## config.mk

```make
export PLATFORM = sky130hd
export DESIGN_NAME = fifo_wptr_wfull_prog_flat
export DESIGN_NICKNAME = d
export VERILOG_FILES = /design/src/rtl/fifo_pkg.sv /design/src/rtl/fifo_wptr_wfull_prog_if.sv /design/src/rtl/fifo_gray2bin.sv /design/src/rtl/fifo_wptr_wfull_prog.sv /design/src/flat_wrapper.sv
export SDC_FILE = /design/constraint.sdc
export NUM_CORES = 1
export LEC_CHECK = 0
export BUFFER_PORTS_ARGS = -buffer_cell sky130_fd_sc_hd__buf_2
export CORE_MARGIN = 5
export CORE_UTILIZATION = 52
export CTS_CLUSTER_DIAMETER = 150
export CTS_CLUSTER_SIZE = 10
export DETAILED_ROUTE_END_ITERATION = 10
export PLACE_DENSITY = 0.89
export SLEW_MARGIN = 20
export SYNTH_ARGS = -nofsm -noshare
export SYNTH_HDL_FRONTEND = slang
export SYNTH_SLANG_ARGS = --single-unit
export TNS_END_PERCENT = 20
```

## constraint.sdc

```tcl
create_clock -name Wclk -period 3.7 [get_ports Wclk]
set_input_delay 0.74 -clock Wclk [delete_from_list [all_inputs] [get_ports Wclk]]
set_output_delay 0.74 -clock Wclk [all_outputs]
set_load 0.05 [all_outputs]
```

## src/rtl/fifo_pkg.sv

```systemverilog
// Shared FIFO pointer definitions: default geometry and Gray/binary conversion helpers.
package fifo_pkg;

    localparam int ADDRESS_DEF = 3;
    localparam int DEPTH       = 1 << ADDRESS_DEF;
    localparam int PTR_W       = ADDRESS_DEF + 1;

    function automatic logic [31:0] bin2gray(input logic [31:0] b);
        return b ^ (b >> 1);
    endfunction

    // Bits at or above w must be zero on entry; they pass through unchanged.
    function automatic logic [31:0] gray2bin(input logic [31:0] g, input int w);
        logic [31:0] b;
        b = g;
        for (int i = 30; i >= 0; i--) begin
            if (i < w - 1) b[i] = b[i+1] ^ g[i];
        end
        return b;
    endfunction

endpackage

```

## src/rtl/fifo_wptr_wfull_prog_if.sv

```systemverilog
// Write-side bundle of the async FIFO: producer request, synchronised read pointer, status outputs.
interface fifo_wptr_wfull_prog_if #(parameter int Address = 3);

    logic               Winc;
    logic [Address:0]   Wq2_rptr;
    logic [Address:0]   Wafull_thr;
    logic               Wovf_clr;
    logic [Address-1:0] Wadder;
    logic [Address:0]   Wptr;
    logic               Wfull;
    logic               Walmost_full;
    logic [Address:0]   Wlevel;
    logic               Wovf;

    modport master (
        output Winc, Wq2_rptr, Wafull_thr, Wovf_clr,
        input  Wadder, Wptr, Wfull, Walmost_full, Wlevel, Wovf
    );

    modport slave (
        input  Winc, Wq2_rptr, Wafull_thr, Wovf_clr,
        output Wadder, Wptr, Wfull, Walmost_full, Wlevel, Wovf
    );

endinterface

```

## src/rtl/fifo_gray2bin.sv

```systemverilog
// Combinational Gray-to-binary converter; each binary bit is the XOR of all Gray bits at or above it.
module fifo_gray2bin #(
    parameter int W = 4
) (
    input  logic [W-1:0] gray_i,
    output logic [W-1:0] bin_o
);

    for (genvar i = 0; i < W; i++) begin : g_pfx
        assign bin_o[i] = ^gray_i[W-1:i];
    end

endmodule

```

## src/rtl/fifo_wptr_wfull_prog.sv

```systemverilog
// Write-domain pointer/status block: binary+Gray write pointer, full, level, almost-full, overflow.
// FIFO_WOVF_STICKY_EN: when defined, Wovf is sticky until Wovf_clr; otherwise a per-cycle pulse.
module fifo_wptr_wfull_prog
    import fifo_pkg::*;
#(
    parameter int Address = ADDRESS_DEF
) (
    input logic                   Wclk,
    input logic                   Wrst,
    fifo_wptr_wfull_prog_if.slave wif
);

    localparam int PW = Address + 1;

    logic [PW-1:0] wbin_q, wbin_d;
    logic [PW-1:0] wgray_q, wgray_d;
    logic [PW-1:0] level_q, level_d;
    logic [PW-1:0] rbin;
    logic          wfull_q, wfull_d;
    logic          wafull_q, wafull_d;
    logic          wovf_q, wovf_d;
    logic          wr_en, ovf_ev;

    fifo_gray2bin #(.W(PW)) u_rptr_g2b (
        .gray_i (wif.Wq2_rptr),
        .bin_o  (rbin)
    );

    // Status is computed from next-state pointers so full asserts on the filling edge.
    always_comb begin
        wr_en    = wif.Winc & ~wfull_q;
        ovf_ev   = wif.Winc & wfull_q;
        wbin_d   = wbin_q + PW'(wr_en);
        wgray_d  = PW'(bin2gray(32'(wbin_d)));
        level_d  = wbin_d - rbin;
        wfull_d  = (wgray_d == {~wif.Wq2_rptr[Address:Address-1], wif.Wq2_rptr[Address-2:0]});
        wafull_d = (level_d >= wif.Wafull_thr);
`ifdef FIFO_WOVF_STICKY_EN
        wovf_d   = ovf_ev | (wovf_q & ~wif.Wovf_clr);
`else
        wovf_d   = ovf_ev;
`endif
    end

`ifndef FIFO_WOVF_STICKY_EN
    logic unused_ovf_clr;
    assign unused_ovf_clr = wif.Wovf_clr;
`endif

    always_ff @(posedge Wclk or negedge Wrst) begin
        if (!Wrst) begin
            wbin_q   <= '0;
            wgray_q  <= '0;
            level_q  <= '0;
            wfull_q  <= 1'b0;
            wafull_q <= 1'b0;
            wovf_q   <= 1'b0;
        end else begin
            wbin_q   <= wbin_d;
            wgray_q  <= wgray_d;
            level_q  <= level_d;
            wfull_q  <= wfull_d;
            wafull_q <= wafull_d;
            wovf_q   <= wovf_d;
        end
    end

    assign wif.Wadder       = wbin_q[Address-1:0];
    assign wif.Wptr         = wgray_q;
    assign wif.Wfull        = wfull_q;
    assign wif.Walmost_full = wafull_q;
    assign wif.Wlevel       = level_q;
    assign wif.Wovf         = wovf_q;

endmodule
```

## src/flat_wrapper.sv

```systemverilog
// flat-port wrapper written by rule: the top's interface ports become plain ports
module fifo_wptr_wfull_prog_flat import fifo_pkg::*;
#(
    parameter int Address = ADDRESS_DEF
)
  (Wclk, Wrst, wif_Winc, wif_Wq2_rptr, wif_Wafull_thr, wif_Wovf_clr, wif_Wadder, wif_Wptr, wif_Wfull, wif_Walmost_full, wif_Wlevel, wif_Wovf);
  fifo_wptr_wfull_prog_if #(.Address(Address)) wif_i ();
  input logic Wclk;
  input logic Wrst;
  input wire logic [$bits(wif_i.Winc)-1:0] wif_Winc;
  input wire logic [$bits(wif_i.Wq2_rptr)-1:0] wif_Wq2_rptr;
  input wire logic [$bits(wif_i.Wafull_thr)-1:0] wif_Wafull_thr;
  input wire logic [$bits(wif_i.Wovf_clr)-1:0] wif_Wovf_clr;
  output wire logic [$bits(wif_i.Wadder)-1:0] wif_Wadder;
  output wire logic [$bits(wif_i.Wptr)-1:0] wif_Wptr;
  output wire logic [$bits(wif_i.Wfull)-1:0] wif_Wfull;
  output wire logic [$bits(wif_i.Walmost_full)-1:0] wif_Walmost_full;
  output wire logic [$bits(wif_i.Wlevel)-1:0] wif_Wlevel;
  output wire logic [$bits(wif_i.Wovf)-1:0] wif_Wovf;
  assign wif_i.Winc = wif_Winc;
  assign wif_i.Wq2_rptr = wif_Wq2_rptr;
  assign wif_i.Wafull_thr = wif_Wafull_thr;
  assign wif_i.Wovf_clr = wif_Wovf_clr;
  assign wif_Wadder = wif_i.Wadder;
  assign wif_Wptr = wif_i.Wptr;
  assign wif_Wfull = wif_i.Wfull;
  assign wif_Walmost_full = wif_i.Walmost_full;
  assign wif_Wlevel = wif_i.Wlevel;
  assign wif_Wovf = wif_i.Wovf;
  fifo_wptr_wfull_prog #(.Address(Address)) u_core (.Wclk(Wclk), .Wrst(Wrst), .wif(wif_i));
endmodule
```

==> results.cfg, run 1 <==
[critical_path]
crit_path_start = wif_Wq2_rptr[3]
critical_path.most_common_cell = sky130_fd_sc_hd__a21o_1
timing.critical_path.slowest_cell_delay_ns = 0.50
crit-reg2reg-capture = u_core.wif.Walmost_full
cp_num_buf_inv = 2
timing.rr.start = u_core.wif.Wfull
setup.worst_path.start_class = input pin
worst-path-stages = 11
path_type_of_the_worst_setup_path = in -> reg
worst_path_dominant_cell_family = adder cells
critical_path.cell_chain = buf_2, xnor2_1, xor2_1, xnor2_1, ha_1, fa_1, inv_1, ha_1, a21o_1, a21o_1, a21o_1
data_arrival_time_of_the_worst_path_ns = 3.12
rr_worst_depth = 10
critical_path.endpoint_type = flip-flop
reg2reg_slack_ns = 1.08
worst_path_max_delay_cell = sky130_fd_sc_hd__fa_1
worst_setup_path_endpoint = u_core.wif.Walmost_full
worst_ep_required_ns = 3.87
critical_path.max_fanout = 4

[final_layout]
insertedDiodeCount = 0
mostFrequentLayoutCells = 24 x sky130_fd_sc_hd__buf_2, 14 x sky130_fd_sc_hd__dfrtp_1, 10 x sky130_fd_sc_hd__inv_1
finalInstanceArea_um2 = 953
final.fill_count = 115
layout.cells.most_common = sky130_fd_sc_hd__buf_2
area_growth_pct = 21.7
multiInputGateArea_um2 = 395
layout.nets = 121
drive_gt1_share_pct = 29.9
regArea_um2 = 350

[global_route]
grt_max_degree = 15
gr-usage-all-layers_pct = 13.3
first_pass_grt_wire_length_um = 2390
antenna_violations_before_repair = 0
vias_in_the_first_global_route = 576
globalRouteOverflowTotal = 0

[timing]
setup_viol = 0
final_max_slew_viol_count = 0
hold_slack_ns = 0.337
tightest_slew_ns = 0.321
fmax_ghz = 0.340
fin_setup_tns_ns = 0
post-route-min-period_ns = 2.94
fin_crit_sh_pct = 79.6
rsz0062_at_grt = false
finClkSkew_ns = 0.00264
worst_slew_margin_rel_pct = 78.6
hold_viol_final = 0

[routing]
drt_wl_total_um = 1360
detailedRoute.firstPassIterationCount = 4
drcViolationCount = 0
route.antenna.remaining_nets = 0
detailroute.via_count = 568
avgViaCountPerCell = 5.03
first_iter_violations = 5
wl_per_cell_um = 12.1

[clocking]
worst_skew_pair.late_latency_ns = 0.28
cts_inserted_buffers = 3
cts_root_buf = sky130_fd_sc_hd__clkbuf_4
holdBufCountCts = 0
cts.repair_timing.setup_buffer_count = 0
buffer_depth_of_the_longest_clock_path = 2
clock_sinks = 14
cts-resized-gates = 0
cts.reportedPaths.clkPinSlew_ns = 0.08
cts-htree-levels = 1
tritoncts = built

[die]
dieHeight_um = 48.8
area_of_the_placeable_core_um2 = 1470
start_util_pct = 53.2
die_w_um = 48.8
die_area_um2 = 2380
placement_rows = 14
top_level_ports = 26

[synthesis]
fraction_of_the_mapped_netlist_area_in_compound_gates_pct = 6.71
synthCells = 69
synth.ff_latch_count = 14
muxShareOfSynthArea_pct = 0
synth.cell_area_um2 = 783
synth.net_count = 91
synth_area_leaders = sky130_fd_sc_hd__dfrtp_1 45%, sky130_fd_sc_hd__ha_1 14%, sky130_fd_sc_hd__xnor2_1 8.9%, sky130_fd_sc_hd__xor2_1 7.8%, sky130_fd_sc_hd__inv_1 4.8%
synth_top_area_share_pct = 44.7
synth_seq_area_share_pct = 44.7
synth_warnings = 0
synth_adder_area_share_pct = 16.9
syn-mean-instance-area_um2 = 11.4
synth_top_family_by_area = XOR/XNOR gates
synth_xor_area_share_pct = 18.8
synthDominantAreaCellType = sky130_fd_sc_hd__dfrtp_1
synth_cell_types = 19
synthSimpleGateAreaFrac_pct = 7.99

[flow_run]
drv.max_cap_violation_count = 0

[min_path]
min-delay-path-class = in -> async

[placed_design]
port_buffers = 24
standard_cell_area_after_detailed_placement_um2 = 931
gpl.final_weighted_congestion = 0.815
detailed_place_hpwl_um = 1150

[run_status]
outcome = finished clean
==> per-layer routing <==
layer	track usage [%]	part of all wire [%]
met2	21.7	51
met3	1.83	5.9
met1	14.5	39
met5	0	0
met4	12.1	4.1
==> through the flow <==
stage	worst slack (ns)	instances	utilization, %
final	0.756	113	64.8
after global routing	0.599	113	64.8
after CTS	0.718	113	64.8
after detailed placement	0.422	110	63.3
after global placement	0.548	110	63.3
after floorplan	0.744	69	-
==> cell type report <==
cell class	instances	share of cell area, %
clock buffer	3	2.36
inverter	10	3.94
multi-input combinational	45	41.5
sequential	14	36.7
tap	16	2.10
timing repair buffer	25	13.4
==> how the worst min path moves through the flow <==
stage / startpoint / endpoint / slack, ns / depth (start not counted)
2_1_floorplan: Wrst / u_core.wbin_q[0] / 0.44 / 0
3_3_place_gp: u_core.wif.Wfull / u_core.wif.Wovf / 0.49 / 1
3_5_place_dp: u_core.wif.Wfull / u_core.wif.Wovf / 0.49 / 1
4_1_cts: Wrst / u_core.wif.Wlevel[0] / 0.34 / 1
5_1_grt: Wrst / u_core.wif.Wlevel[0] / 0.35 / 1
6_report: Wrst / u_core.wif.Wlevel[0] / 0.34 / 1
==> kinds of logic (layout without fill, tap and decap cells) <==
logic type / after synthesis / count (layout)
fa+ha+maj: 10 / 10
simple gates: 11 / 11
compound gates: 8 / 8
buf+inv: 10 / 38
xor+xnor: 16 / 16
flops: 14 / 14
==> worst register-to-register path, stage by stage, from the launching register on <==
cell	delay [ns]
sky130_fd_sc_hd__dfrtp_1	0.35
sky130_fd_sc_hd__nor2b_1	0.05
sky130_fd_sc_hd__ha_1	0.23
sky130_fd_sc_hd__ha_1	0.42
sky130_fd_sc_hd__inv_1	0.12
sky130_fd_sc_hd__fa_1	0.54
sky130_fd_sc_hd__inv_1	0.05
sky130_fd_sc_hd__ha_1	0.26
sky130_fd_sc_hd__a21o_1	0.15
sky130_fd_sc_hd__a21o_1	0.17
sky130_fd_sc_hd__a21o_1	0.17
==> Yosys cell counts <==
library cell and instances:
sky130_fd_sc_hd__dfrtp_1 14, sky130_fd_sc_hd__inv_1 10, sky130_fd_sc_hd__ha_1 9, sky130_fd_sc_hd__xnor2_1 8
sky130_fd_sc_hd__xor2_1 7, sky130_fd_sc_hd__a21o_1 4, sky130_fd_sc_hd__nand3_1 4, sky130_fd_sc_hd__a21oi_1 2
sky130_fd_sc_hd__a22oi_1 1, sky130_fd_sc_hd__and2_1 1, sky130_fd_sc_hd__and3_1 1, sky130_fd_sc_hd__fa_1 1
sky130_fd_sc_hd__nand2b_1 1, sky130_fd_sc_hd__nor2_1 1, sky130_fd_sc_hd__nor2b_1 1, sky130_fd_sc_hd__nor3b_1 1
sky130_fd_sc_hd__o21ai_0 1, sky130_fd_sc_hd__or3_1 1, sky130_fd_sc_hd__xor2_2 1
==> sequential cells by signal, indices dropped and copies added (netlist names) <==
register,count
u_core.wbin_q,4
u_core.wif.Walmost_full,1
u_core.wif.Wfull,1
u_core.wif.Wlevel,4
u_core.wif.Wovf,1
u_core.wif.Wptr,3
Power of run 1 is left out: the tool's default activity adds up to more than one toggle a clock period on the data nets, which glitch-free logic cannot reach.
==> run 2, diff against run 1 <==
ABC_AREA = 1   (was unset)
CORE_UTILIZATION = 44   (was 52)
PLACE_DENSITY = 0.8   (was 0.89)
clock period = 2.7 ns   (was 3.7 ns; I/O delays follow)
==> results.cfg, run 2 <==
[run_status]
outcome = finished clean

[placed_design]
gpl.final_weighted_congestion = 0.812
standard_cell_area_after_detailed_placement_um2 = 1040
detailed_place_hpwl_um = 1420
port_buffers = 24

[critical_path]
critical_path.cell_chain = nor2_2, ha_2, ha_4, inv_1, nand2_1, nand2_2, ha_4, nand2_1, nor2_1, a211oi_2, xnor2_1, ha_1, a21oi_2, nand3_1
rr_worst_depth = 14
timing.critical_path.slowest_cell_delay_ns = 0.42
critical_path.max_fanout = 3
path_type_of_the_worst_setup_path = reg -> reg
worst_ep_required_ns = 2.84
worst_path_dominant_cell_family = adder cells
data_arrival_time_of_the_worst_path_ns = 2.68
cp_num_buf_inv = 1
worst-path-stages = 14
worst_path_max_delay_cell = sky130_fd_sc_hd__dfrtp_2
critical_path.endpoint_type = flip-flop
setup.worst_path.start_class = flip-flop

[die]
dieHeight_um = 53.4
start_util_pct = 47.0
top_level_ports = 26
die_w_um = 53.4
placement_rows = 15
die_area_um2 = 2850
area_of_the_placeable_core_um2 = 1760

[clocking]
cts-htree-levels = 1
cts.reportedPaths.clkPinSlew_ns = 0.09
cts.repair_timing.setup_buffer_count = 0
tritoncts = built
cts_root_buf = sky130_fd_sc_hd__clkbuf_4
cts_inserted_buffers = 3
worst_skew_pair.late_latency_ns = 0.27
buffer_depth_of_the_longest_clock_path = 2
clock_sinks = 14

[final_layout]
finalInstanceArea_um2 = 1110
insertedDiodeCount = 0
area_growth_pct = 33.8
drive_gt1_share_pct = 34.1
regArea_um2 = 352
layout.nets = 155
multiInputGateArea_um2 = 449
final.fill_count = 161
layout.cells.most_common = sky130_fd_sc_hd__buf_2
mostFrequentLayoutCells = 24 x sky130_fd_sc_hd__buf_2, 23 x sky130_fd_sc_hd__nand2_1, 19 x sky130_fd_sc_hd__inv_1

[synthesis]
synth_seq_area_share_pct = 42.2
post_synth_most_frequent_cells = 24 x sky130_fd_sc_hd__nand2_1, 19 x sky130_fd_sc_hd__inv_1, 14 x sky130_fd_sc_hd__dfrtp_1
synth.ff_latch_count = 14
synth_cell_types = 15
synth_flop_cell = sky130_fd_sc_hd__dfrtp_1
synth_edf_count = 0
synthDominantAreaCellType = sky130_fd_sc_hd__dfrtp_1
synth_warnings = 0
synthCells = 96
yosys.cell_count.top_type = sky130_fd_sc_hd__nand2_1
synth.net_count = 118
synth_area_leaders = sky130_fd_sc_hd__dfrtp_1 42%, sky130_fd_sc_hd__ha_1 14%, sky130_fd_sc_hd__nand2_1 11%, sky130_fd_sc_hd__inv_1 8.6%, sky130_fd_sc_hd__nand3_1 7.2%
synth.cell_area_um2 = 830
syn-mean-instance-area_um2 = 8.64
ys_async_sr_fraction_pct = 100
synth_top_area_share_pct = 42.2

[timing]
setup_viol = 0
final_max_slew_viol_count = 0
finClkSkew_ns = 0.0127
tightest_slew_ns = 0.330
fin_crit_sh_pct = 94.3
fmax_ghz = 0.393
worst_slew_margin_rel_pct = 77.9
hold_viol_final = 0
rsz0062_at_grt = false
post-route-min-period_ns = 2.55

[global_route]
grt_max_degree = 15
globalRouteOverflowTotal = 0
first_pass_grt_wire_length_um = 3070
vias_in_the_first_global_route = 715
gr-usage-all-layers_pct = 14.7
antenna_violations_before_repair = 0

[min_path]
min-delay-path-class = in -> async

[routing]
drcViolationCount = 0
route.antenna.remaining_nets = 0
avgViaCountPerCell = 4.85
wl_per_cell_um = 11.3
first_iter_violations = 20
detailedRoute.firstPassIterationCount = 6
detailroute.via_count = 761
drt_wl_total_um = 1770

[flow_run]
drv.max_cap_violation_count = 0
==> run 2: cell type report <==
cell class                      instances  share of cell area [%]
Multi-Input combinational cell         63                    40.5
Sequential cell                        14                    31.7
Timing Repair Buffer                   32                    16.2
Inverter                               19                    6.43
Tap cell                               25                    2.82
Clock buffer                            4                    2.37
==> run 2: what timing repair did <==
item	CTS	global route
pin swaps	0	7
hold buffers	0	0
cloned	0	0
endpoints found under the setup margin	1	1
endpoints found under the hold margin	0	0
gates resized for setup	1	7
==> run 2: worst paths after layout <==
check / from / endpoint / slack (ns)
max: u_core.wif.Wfull / u_core.wif.Walmost_full / 0.15
min: Wrst / u_core.wif.Wovf / 0.14
max reg2reg: u_core.wif.Wfull / u_core.wif.Walmost_full / 0.15
min reg2reg: u_core.wif.Wfull / u_core.wif.Wovf / 0.50
max in group asynchronous: Wrst / u_core.wif.Wfull / 2.32
min in group Wclk: wif_Winc / u_core.wif.Wovf / 0.47
==> run 2: metal layers <==
| metal | part of all wire, % | global-route usage (%) |
|---|---|---|
| met4 | 1.9 | 5.96 |
| met1 | 43 | 18.0 |
| met3 | 4.3 | 1.41 |
| met2 | 51 | 25.7 |
| met5 | 0 | 0 |
==> run 2: kinds of logic after synthesis <==
kind of cell / count (synthesis) / synth area share, %
AOI/OAI and AO/OA: 3 / 2.41
buffers and inverters: 19 / 8.60
adders and majority gates: 10 / 16.0
DFF: 14 / 42.2
xor gates and xnor gates: 6 / 8.15
and+or+nand+nor: 44 / 22.6
==> run 2: worst register-to-register path, stage by stage (launching register included) <==
cell and delay [ns]:
sky130_fd_sc_hd__dfrtp_2 0.42, sky130_fd_sc_hd__nor2_2 0.11, sky130_fd_sc_hd__ha_2 0.21, sky130_fd_sc_hd__ha_4 0.15, sky130_fd_sc_hd__inv_1 0.05, sky130_fd_sc_hd__nand2_1 0.07
sky130_fd_sc_hd__nand2_2 0.08, sky130_fd_sc_hd__ha_4 0.23, sky130_fd_sc_hd__nand2_1 0.06, sky130_fd_sc_hd__nor2_1 0.05, sky130_fd_sc_hd__a211oi_2 0.27, sky130_fd_sc_hd__xnor2_1 0.14
sky130_fd_sc_hd__ha_1 0.35, sky130_fd_sc_hd__a21oi_2 0.13, sky130_fd_sc_hd__nand3_1 0.08
==> run 2: stage by stage <==
stage	cells	hold WS [ns]	worst slack, ns	util [%]	TNS (ns)
3_3_place_gp	153	0.436	-0.117	59.1	-0.117
2_1_floorplan	96	0.244	0.0123	-	0
4_1_cts	157	0.147	0.0642	60.9	0
5_1_grt	157	0.164	0.00724	62.9	0
6_report	157	0.138	0.155	62.9	0
3_5_place_dp	153	0.439	-0.224	59.1	-0.224
Power of run 2 is left out for the same reason.
